$ cat config.mk
export PLATFORM = sky130hd
export DESIGN_NAME = vout_pixel_writer
export DESIGN_NICKNAME = d
export VERILOG_FILES = /design/src/rtl/vout_pkg.sv /design/src/rtl/vout_wr_fifo.sv /design/src/rtl/vout_pixel_writer.sv
export SDC_FILE = /design/constraint.sdc
export NUM_CORES = 1
export LEC_CHECK = 0
export ABC_AREA = 1
export CAP_MARGIN = 10
export CORE_ASPECT_RATIO = 0.75
export CORE_UTILIZATION = 35
export CTS_BUF_LIST = sky130_fd_sc_hd__clkbuf_8
export DETAILED_ROUTE_END_ITERATION = 7
export SLEW_MARGIN = 20
export SYNTH_ARGS = -nofsm -noshare
export SYNTH_HDL_FRONTEND = slang
export SYNTH_SLANG_ARGS = --single-unit
$ cat constraint.sdc
create_clock -name vin_clk -period 7.95 [get_ports vin_clk]
set_input_delay 1.59 -clock vin_clk [delete_from_list [all_inputs] [get_ports vin_clk]]
set_output_delay 1.59 -clock vin_clk [all_outputs]
set_load 0.1 [all_outputs]
$ cat src/rtl/vout_pkg.sv
// Shared types for the scaled-pixel write path: writer FSM states and the
// {addr, data} entry carried from the stage register through the FIFO.
package vout_pkg;

  localparam int RGB565_W  = 16;
  localparam int FB_ADDR_W = 24;

  typedef enum logic [1:0] {
    ST_IDLE  = 2'd0,
    ST_RUN   = 2'd1,
    ST_DRAIN = 2'd2,
    ST_DONE  = 2'd3
  } wr_state_t;

  typedef struct packed {
    logic [FB_ADDR_W-1:0] addr;
    logic [RGB565_W-1:0]  data;
  } fifo_entry_t;

endpackage

$ cat src/rtl/vout_wr_fifo.sv
// Single-clock show-ahead FIFO: the head entry is visible on pop_data while
// not empty. Flush empties it synchronously; drop flags a rejected push.
module vout_wr_fifo #(
  parameter int WIDTH = 40,
  parameter int DEPTH = 16
) (
  input  logic             vin_clk,
  input  logic             rst_n,
  input  logic             flush,
  input  logic             push,
  input  logic [WIDTH-1:0] push_data,
  input  logic             pop,
  output logic [WIDTH-1:0] pop_data,
  output logic             empty,
  output logic             full,
  output logic             drop
);

  localparam int IDX_W = $clog2(DEPTH);
  localparam int PTR_W = IDX_W + 1;

  logic [PTR_W-1:0] wr_ptr;
  logic [PTR_W-1:0] rd_ptr;
  logic [WIDTH-1:0] mem [DEPTH];
  logic             do_push;
  logic             do_pop;

  // The extra pointer MSB separates full from empty when the indices match.
  assign empty    = (wr_ptr == rd_ptr);
  assign full     = (wr_ptr[IDX_W] != rd_ptr[IDX_W]) &&
                    (wr_ptr[IDX_W-1:0] == rd_ptr[IDX_W-1:0]);
  assign do_pop   = pop && !empty && !flush;
  assign do_push  = push && (!full || do_pop) && !flush;
  assign drop     = push && full && !do_pop && !flush;
  assign pop_data = mem[rd_ptr[IDX_W-1:0]];

  // NOTE: clocked state uses non-blocking assignments so every flop samples pre-edge values.
  always_ff @(posedge vin_clk or negedge rst_n) begin
    if (!rst_n) begin
      wr_ptr <= '0;
      rd_ptr <= '0;
    end else if (flush) begin
      wr_ptr <= '0;
      rd_ptr <= '0;
    end else begin
      if (do_push) wr_ptr <= wr_ptr + PTR_W'(1);
      if (do_pop)  rd_ptr <= rd_ptr + PTR_W'(1);
    end
  end

  // NOTE: storage is not reset; the pointers alone decide which entries are valid.
  always_ff @(posedge vin_clk) begin
    if (do_push) mem[wr_ptr[IDX_W-1:0]] <= push_data;
  end

endmodule

$ cat src/rtl/vout_pixel_writer.sv
// Frame-buffer sink for the bilinear output stream: stages (x,y) writes as
// linear addresses, buffers them and drains them over a valid/ready port.
module vout_pixel_writer
  import vout_pkg::*;
#(
  parameter int ADDR_W     = FB_ADDR_W,
  parameter int FIFO_DEPTH = 16,
  parameter int DATA_W     = RGB565_W
) (
  input  logic              vin_clk,
  input  logic              rst_n,
  input  logic              frame_sync_n,
  input  logic [15:0]       vout_width,
  input  logic [15:0]       vout_height,
  input  logic [15:0]       vout_wr_x,
  input  logic [15:0]       vout_wr_y,
  input  logic [DATA_W-1:0] vout_wr_dat,
  input  logic              vout_wr_valid,
  output logic              mem_wr_en,
  output logic [ADDR_W-1:0] mem_wr_addr,
  output logic [DATA_W-1:0] mem_wr_data,
  input  logic              mem_wr_ready,
  output logic              frame_done,
  output logic              overflow,
  output logic              coord_err,
  output logic [31:0]       pix_count
);

  wr_state_t   state_q, state_d;
  logic [15:0] width_q, height_q;
  fifo_entry_t stage_q;
  logic        stage_vld_q;
  logic [31:0] pix_count_q;
  logic        overflow_q, coord_err_q;

  fifo_entry_t head;
  logic        fifo_empty, fifo_full, fifo_drop;
  logic        mem_pop;
  logic        in_range, is_last, stage_load, coord_bad;

  assign in_range   = (vout_wr_x < width_q) && (vout_wr_y < height_q);
  assign is_last    = (vout_wr_x == width_q - 16'd1) && (vout_wr_y == height_q - 16'd1);
  assign stage_load = (state_q == ST_RUN) && vout_wr_valid && in_range;
  assign coord_bad  = (state_q == ST_RUN) && vout_wr_valid && !in_range;

  // NOTE: every always_comb output gets a default first so no latch is inferred.
  always_comb begin
    state_d    = state_q;
    frame_done = 1'b0;
    unique case (state_q)
      ST_IDLE:  state_d = ST_RUN;
      ST_RUN:   if (stage_load && is_last) state_d = ST_DRAIN;
      ST_DRAIN: if (fifo_empty && !stage_vld_q) state_d = ST_DONE;
      ST_DONE: begin
        state_d    = ST_IDLE;
        frame_done = 1'b1;
      end
      default:  state_d = ST_IDLE;
    endcase
    if (!frame_sync_n) state_d = ST_IDLE;
  end

  always_ff @(posedge vin_clk or negedge rst_n) begin
    if (!rst_n) begin
      state_q     <= ST_IDLE;
      width_q     <= '0;
      height_q    <= '0;
      stage_q     <= '0;
      stage_vld_q <= 1'b0;
      pix_count_q <= '0;
      overflow_q  <= 1'b0;
      coord_err_q <= 1'b0;
    end else begin
      state_q     <= state_d;
      overflow_q  <= overflow_q | fifo_drop;
      coord_err_q <= coord_err_q | coord_bad;
      if (state_q == ST_IDLE) begin
        width_q  <= vout_width;
        height_q <= vout_height;
      end
      if (!frame_sync_n) begin
        stage_q     <= '0;
        stage_vld_q <= 1'b0;
        pix_count_q <= '0;
      end else begin
        stage_vld_q <= stage_load;
        if (stage_load) begin
          // Product and sum in 32 bits, then truncated to the frame-buffer address width.
          stage_q.addr <= FB_ADDR_W'({16'd0, vout_wr_y} * {16'd0, width_q} + {16'd0, vout_wr_x});
          stage_q.data <= vout_wr_dat;
        end
        if (state_q == ST_DONE)  pix_count_q <= '0;
        else if (mem_pop)        pix_count_q <= pix_count_q + 32'd1;
      end
    end
  end

  vout_wr_fifo #(
    .WIDTH ($bits(fifo_entry_t)),
    .DEPTH (FIFO_DEPTH)
  ) u_fifo (
    .vin_clk   (vin_clk),
    .rst_n     (rst_n),
    .flush     (!frame_sync_n),
    .push      (stage_vld_q),
    .push_data (stage_q),
    .pop       (mem_pop),
    .pop_data  (head),
    .empty     (fifo_empty),
    .full      (fifo_full),
    .drop      (fifo_drop)
  );

  assign mem_wr_en   = !fifo_empty;
  assign mem_pop     = mem_wr_en && mem_wr_ready;
  // Bus fields read as zero while idle so stale storage never shows on the port.
  assign mem_wr_addr = mem_wr_en ? head.addr : '0;
  assign mem_wr_data = mem_wr_en ? head.data : '0;
  assign pix_count   = pix_count_q;
  assign overflow    = overflow_q;
  assign coord_err   = coord_err_q;

endmodule
==> After elaboration in Yosys (flattened, before gate mapping) <==
Memories as Yosys holds them, arrays and structs flattened.
Cells that the tools add are included.
{ "totals": {"input_bits": 85, "word_cells": 80, "mem_bits_rw": 640, "reg_bits": 119, "n_memories": 1} }
{ "memory_table": {"columns": ["name", "depth", "width", "rd", "rd_ports_with_merged_regs", "wr", "line", "source"], "rows": [
  ["u_fifo.mem", 16, 40, 1, 0, 1, "vout_wr_fifo.sv:24", "logic [WIDTH-1:0] mem [DEPTH];"]
]} }
{ "op_classes": {"n_mul": 1, "mux": 19, "n_bitwise": 2, "n_reduce_logical": 24, "n_eq_ne": 14, "order_cmp": 2, "add_sub_neg": 6} }
{ "op_table": {"columns": ["op", "count"], "rows": [
  ["two-way mux 32 bit", 3],
  ["two-way mux 40 bit", 2],
  ["adder 32 x 1 -> 32 bit (second input constant)", 1],
  ["equality test 16 bit", 2],
  ["< comparator 16 bit", 2],
  ["subtractor 16 x 1 -> 16 bit (second input constant)", 2],
  ["adder 24 x 16 -> 24 bit", 1],
  ["multiplier 16 x 16 -> 24 bit", 1],
  ["two-way mux 24 bit", 1],
  ["two-way mux 5 bit", 4],
  ["logical AND 1 bit", 16],
  ["two-way mux 16 bit", 1],
  ["adder 5 x 1 -> 5 bit (second input constant)", 2],
  ["case mux 2 bit (4 select lines)", 1],
  ["two-way mux 2 bit", 3],
  ["!= test 2 x 1 -> 1 bit (second input constant)", 3],
  ["equality test 5 bit", 1],
  ["zero test 1 bit", 5],
  ["equality test 2 bit (second input constant)", 2],
  ["equality test 4 bit", 1],
  ["two-way mux 1 bit", 4],
  ["!= test 3 x 1 -> 1 bit (second input constant)", 1],
  ["!= test 3 x 2 -> 1 bit (second input constant)", 1],
  ["!= test 3 bit (second input constant)", 1],
  ["6 further kinds", 7]
]} }

==> Depth between registers and ports, before layout <==
{ "logic_depth": {"word_depth": 10, "ltp_mapped": 26, "ltp_nobuf": 24} }

==> By module <==
A second synthesis with hierarchy kept.
{ "unflattened": {"cells_unflattened": 3927, "area_unflattened_um2": 40558.9} }
{ "modules_own_cells": {"columns": ["mod", "instances", "seq_area_each_um2", "area_each_um2", "cells_per_inst"], "rows": [
  ["vout_wr_fifo", 1, 19468.7, 25702.2, 1926],
  ["vout_pixel_writer", 1, 2727.6, 14856.7, 2001]
]} }

==> Worst setup path before layout <==
Ideal clock, no wire load.
{ "synth_path": {"kind": "input to register", "startpoint": "in vout_wr_y[7]", "endpoint": "reg stage_q[37] (netlist bit)", "required_time_ns": 7.824, "t_arrival_ns": 6.623, "stages": 26, "path_slack_ns": 1.200, "path_cell_list": "clkbuf_1 clkbuf_1 nand2_1 fa_1 inv_1 fa_1 inv_1 fa_1 inv_1 fa_1 fa_1 inv_1 fa_1 inv_1 ha_1 nand2_1 nor2_1 nand4_1 inv_1 a21oi_1 o21bai_1 nand3_1 nand2_1 nand2_1 nand2_1 o21ai_0"} }
{ "synth_between": {"elab_chain_cells": 4, "word_cells_on_any_way": 8} }
{ "synth_lines": {"columns": ["element", "line", "source"], "rows": [
  ["start: declaration", "vout_pixel_writer.sv:16", "input logic [15:0] vout_wr_y,"],
  ["multiplier 16 x 16 -> 24 bit / < comparator 16 bit (equally long branches)", "vout_pixel_writer.sv:89, vout_pixel_writer.sv:41", null],
  ["adder 24 x 16 -> 24 bit / logical AND 1 bit (equally long branches)", "vout_pixel_writer.sv:89, vout_pixel_writer.sv:41", null],
  ["two-way mux 40 bit / logical AND 1 bit (equally long branches)", "vout_pixel_writer.sv:87, vout_pixel_writer.sv:43", null],
  ["two-way mux 40 bit / != test 2 x 1 -> 1 bit (equally long branches)", null, null],
  ["end: declaration", "vout_pixel_writer.sv:31", "fifo_entry_t stage_q;"]
]} }
Several ways; a longest one is shown, not always the timed one. The select of a mux whose other input is x is not followed.
A chain may end at the register's enable or synchronous reset.

==> Worst setup path in the final report <==
{ "layout_path": {"startpoint": "reg u_fifo.rd_ptr[1]", "endpoint": "out mem_wr_addr[8]"} }
{ "layout_between": {"elab_chain_cells": 2, "word_cells_on_any_way": 3} }
{ "layout_lines": {"columns": ["element", "line", "source"], "rows": [
  ["start: declaration", "vout_wr_fifo.sv:23", "logic [PTR_W-1:0] rd_ptr;"],
  ["start signal: assignment", "vout_wr_fifo.sv:47", "if (do_pop) rd_ptr <= rd_ptr + PTR_W'(1);"],
  ["memory (16 x 40 bit) / equality test 5 bit (equally long branches)", null, null],
  ["two-way mux 24 bit *", "vout_pixel_writer.sv:117", "assign mem_wr_addr = mem_wr_en ? head.addr : '0;"],
  ["end: declaration", "vout_pixel_writer.sv:20", "output logic [ADDR_W-1:0] mem_wr_addr,"]
]} }
Mark *: on every way between the ends. The rest lies on a longest branch, timed or not.

==> summary.md <==
Portion of the post-synthesis area used by sequential elements: 0.558. Setup repair after global routing left no endpoint under its margin. The total core area was 112000 sq um; the fraction of the cycle the final worst path needs was 0.842. Share of synthesized flip-flops with an asynchronous set or reset: 0.157. The routed design could run at a clock period as short as 6.69 ns.

The number of cells on the worst hold path came out at 1. The cell depth of the worst setup path came out at 7. The worst setup path is launched from a flip-flop. Once the clock tree was built, the resizer swapped 0 gates to a different size.

The number of global-route vias before repair was 26.9k; the number of fill cells was 10.7k. Buffers inserted during clock tree synthesis total 118. The via-per-instance ratio is 5.03, and the count of flip-flops with a built-in enable after synthesis is 640.

The detail route stage leaves a number of antenna-violating nets equal to 0. The flow ran to the end, and the final reports show no timing, DRC or antenna violations. For this design, the CTS-stage hold fixing added 0 buffers. The die is 294 um tall. For this design, the sink count on the clock tree is 759. Setup violations remaining at the end of the flow were counted as 0. Die extent in x: 391 um. The root buffer cell chosen for the clock tree is clkbuf_8. Counting flops and latches in the post-synthesis netlist gives 759.

The die area was 115000 sq um; the maximum level of the CTS H-tree was 3. Of all nets on the critical path, the largest fanout is 72. In the final routed layout, each cell accounts on average for 19.9 um. After technology mapping, the gate count stands at 3654.

Startpoint of the lowest-slack hold path: coord_err$_DFF_PN0_. The clock-pin slew on the worst setup and hold paths is 0.06 ns, and the net count after synthesis is 4038. The later pin in the worst-skew pair is clocked with a latency of 0.81 ns. Wire length of the first global-routing pass: 164000 um. The tools report the critical path capture point type as an output pin.

The number of top-level pins is 161, and the final number of hold-violating endpoints is 0. For the largest net degree at the start of global routing, the log shows 200. The largest single stage delay on the critical path is 1.24 ns.

In this run, the number of DRC markers left after iteration 0 of detailed routing was 2674. For the cell area after synthesis, the log shows 39800 sq um. The startpoint of the worst register-to-register path is width_q[8]$_DFFE_PN0N_. Across all layers, the routed design uses 27.2k vias.

For this run, the post-layout net count is 4171. The tools report the achievable clock frequency as 149 MHz. Among cell families on the critical path, the largest total delay comes from buffers and inverters. The final max-slew violation count was 0. TritonCTS built the clock tree. The run gives 5.10 ns as the data arrival time of the critical path.

Type of the worst setup path: flip-flop to output pin. For flop-to-flop paths, the worst setup slack is 1.78 ns. Leading register cell type out of synthesis: edfxtp_1.

Yosys mapped the design onto 52 distinct sky130hd cell types. Walking the worst path, the cells encountered are buf_4 > buf_4 > o21ai_0 > o221ai_1 > o211ai_1 > a31oi_1 > clkdlybuf4s50_1. The fraction of final layout cells with drive strength greater than 1 came out at 0.0720.

After routing, the total negative slack on setup checks comes to 0 ns. The final layout contains routed wiring with a total length of 108000 um. For this design, the slowest cell found on the critical path is clkdlybuf4s50_1.

The number of iterations in the first detailed-routing pass is 5. The count of buffers added on input and output ports is 160. The floorplan has 106 rows. The average cell area after synthesis was 10.9 sq um; the number of max-capacitance violations reported was 0.

The final clock skew was 0.0593 ns; the layout-stage area growth over the synthesis result was 14.3%. The initial standard-cell utilization of the core was 0.355; the worst-case headroom to the max-slew limit was 0.233. At the pin with the least slew margin, the transition time is 1.15 ns.

The run gives 0.189 as the total routing resource utilization after global routing. The clock passes through at most 3 buffers. The critical path startpoint was u_fifo.rd_ptr[1]$_DFFE_PN0P_. Summed over all layers, the global routing overflow is 0. At the end of routability-driven placement, the weighted congestion stood at 0.823. For the worst flop-to-flop path, the logic depth is 24. At the worst endpoint, the required time is 6.36 ns.

The buffer and inverter count on the worst path was 3. The number of antenna violations at the first check in global routing is 2. For this run, design rule violations remaining after detail routing come to 0. During synthesis, Yosys emitted a total of 0 warnings. The total half-perimeter wirelength after legalization and detailed placement is 65300 um. In this design, the critical path's most frequently occurring cell is buf_4.

The run gives 0 as the post-CTS setup-driven buffer insertion count. Class of the worst hold path: flip-flop to flip-flop.
[metal layers]
layer | vias to the layer above | part of all wire | GRT usage
met2 | 979 | 0.44 | 0.287
met1 | 13400 | 0.47 | 0.280
li1 | 12600 | - | -
met3 | 159 | 0.074 | 0.0336
met5 | - | 0 | 0
met4 | 0 | 0.019 | 0.0443
[worst paths after layout]
| kind | end |
|---|---|
| min | coord_err$_DFF_PN0_ |
| min in group asynchronous | pix_count[5]$_DFFE_PN0P_ |
| max | mem_wr_addr[8] |
| max reg2reg | stage_q[37]$_DFFE_PN0P_ |
| max in group asynchronous | u_fifo.rd_ptr[0]$_DFFE_PN0P_ |
| min reg2reg | coord_err$_DFF_PN0_ |
[stage by stage]
stage / worst slack (ns) / hold slack [ns] / std cells / util / area (sq um)
6_report: 1.26 / 0.484 / 5403 / 0.406 / 45500
5_1_grt: 0.883 / 0.507 / 5403 / 0.406 / 45500
4_1_cts: 1.11 / 0.484 / 5400 / 0.406 / 45500
3_5_place_dp: 0.535 / 0.455 / 5179 / 0.384 / 43000
3_3_place_gp: 0.614 / 0.451 / 5179 / 0.384 / 43000
2_1_floorplan: 1.20 / 0.461 / 3654 / - / 39800
[cells in the final DEF (no fill, tap or decap), types with 37 or more instances in the layout]
master	count
o32ai_1	101
fa_1	184
xor2_1	41
dfrtp_1	116
a21oi_1	57
ha_1	114
buf_4	53
clkdlybuf4s50_1	159
inv_1	484
mux2i_1	59
o221ai_1	59
a31oi_1	44
nor2_1	465
edfxtp_1	640
nand2_1	628
nand3_1	72
clkbuf_8	128
o21ai_0	218
xnor2_1	37
[registers in the layout (all words and copies together) (netlist names)]
register and count:
coord_err 1, height_q 16, overflow 1, pix_count 32
stage_q 40, stage_vld_q 1, state_q 2, u_fifo.mem 640
u_fifo.rd_ptr 5, u_fifo.wr_ptr 5, width_q 16
[cell families after synthesis]
logic type                 after synthesis  share of synthesized area
adders and majority gates              299                      0.129
xor gates and xnor gates                81                     0.0189
AOI/OAI and AO/OA                      545                     0.0878
and+or+nand+nor                       1249                      0.127
DFF                                    759                      0.558
buffers and inverters                  662                     0.0649
muxes                                   59                     0.0148
[cell type report]
class	count	area, sq um	share of cell area
flip-flops and latches	759	22200	0.488
multi-input cells	2233	15100	0.333
repair buffers	215	2040	0.0449
well taps	1512	1890	0.0416
clock buffers	128	1760	0.0387
inverters	460	1750	0.0384
clock inverters	93	683	0.0150
diodes	3	7.51	0.000165
[synth_stat cells (all sizes together), types with 2 or more instances]
master | n | area (sq um)
a21boi | 2 | 15.0
a21o | 2 | 15.0
a21oi | 57 | 285
a31oi | 44 | 275
buf | 61 | 309
clkbuf | 141 | 529
dfrtp | 119 | 2980
edfxtp | 640 | 19200
fa | 184 | 3680
ha | 115 | 1440
inv | 459 | 1740
mux2i | 59 | 591
nand2 | 637 | 2460
nand3 | 72 | 360
nand3b | 8 | 72.6
nand4 | 18 | 113
nor2 | 489 | 1860
nor3 | 14 | 85.1
nor4 | 5 | 50.1
o211ai | 25 | 188
o21a | 5 | 37.5
o21ai | 241 | 1210
o21bai | 5 | 37.5
o221ai | 59 | 517
o31ai | 2 | 15.0
o32ai | 101 | 885
or2 | 3 | 18.8
xnor2 | 37 | 324
xnor3 | 3 | 67.6
xor2 | 41 | 359
Power is not shown: default switching activity piles up to over one toggle a cycle in this logic, so the estimate is an artifact.
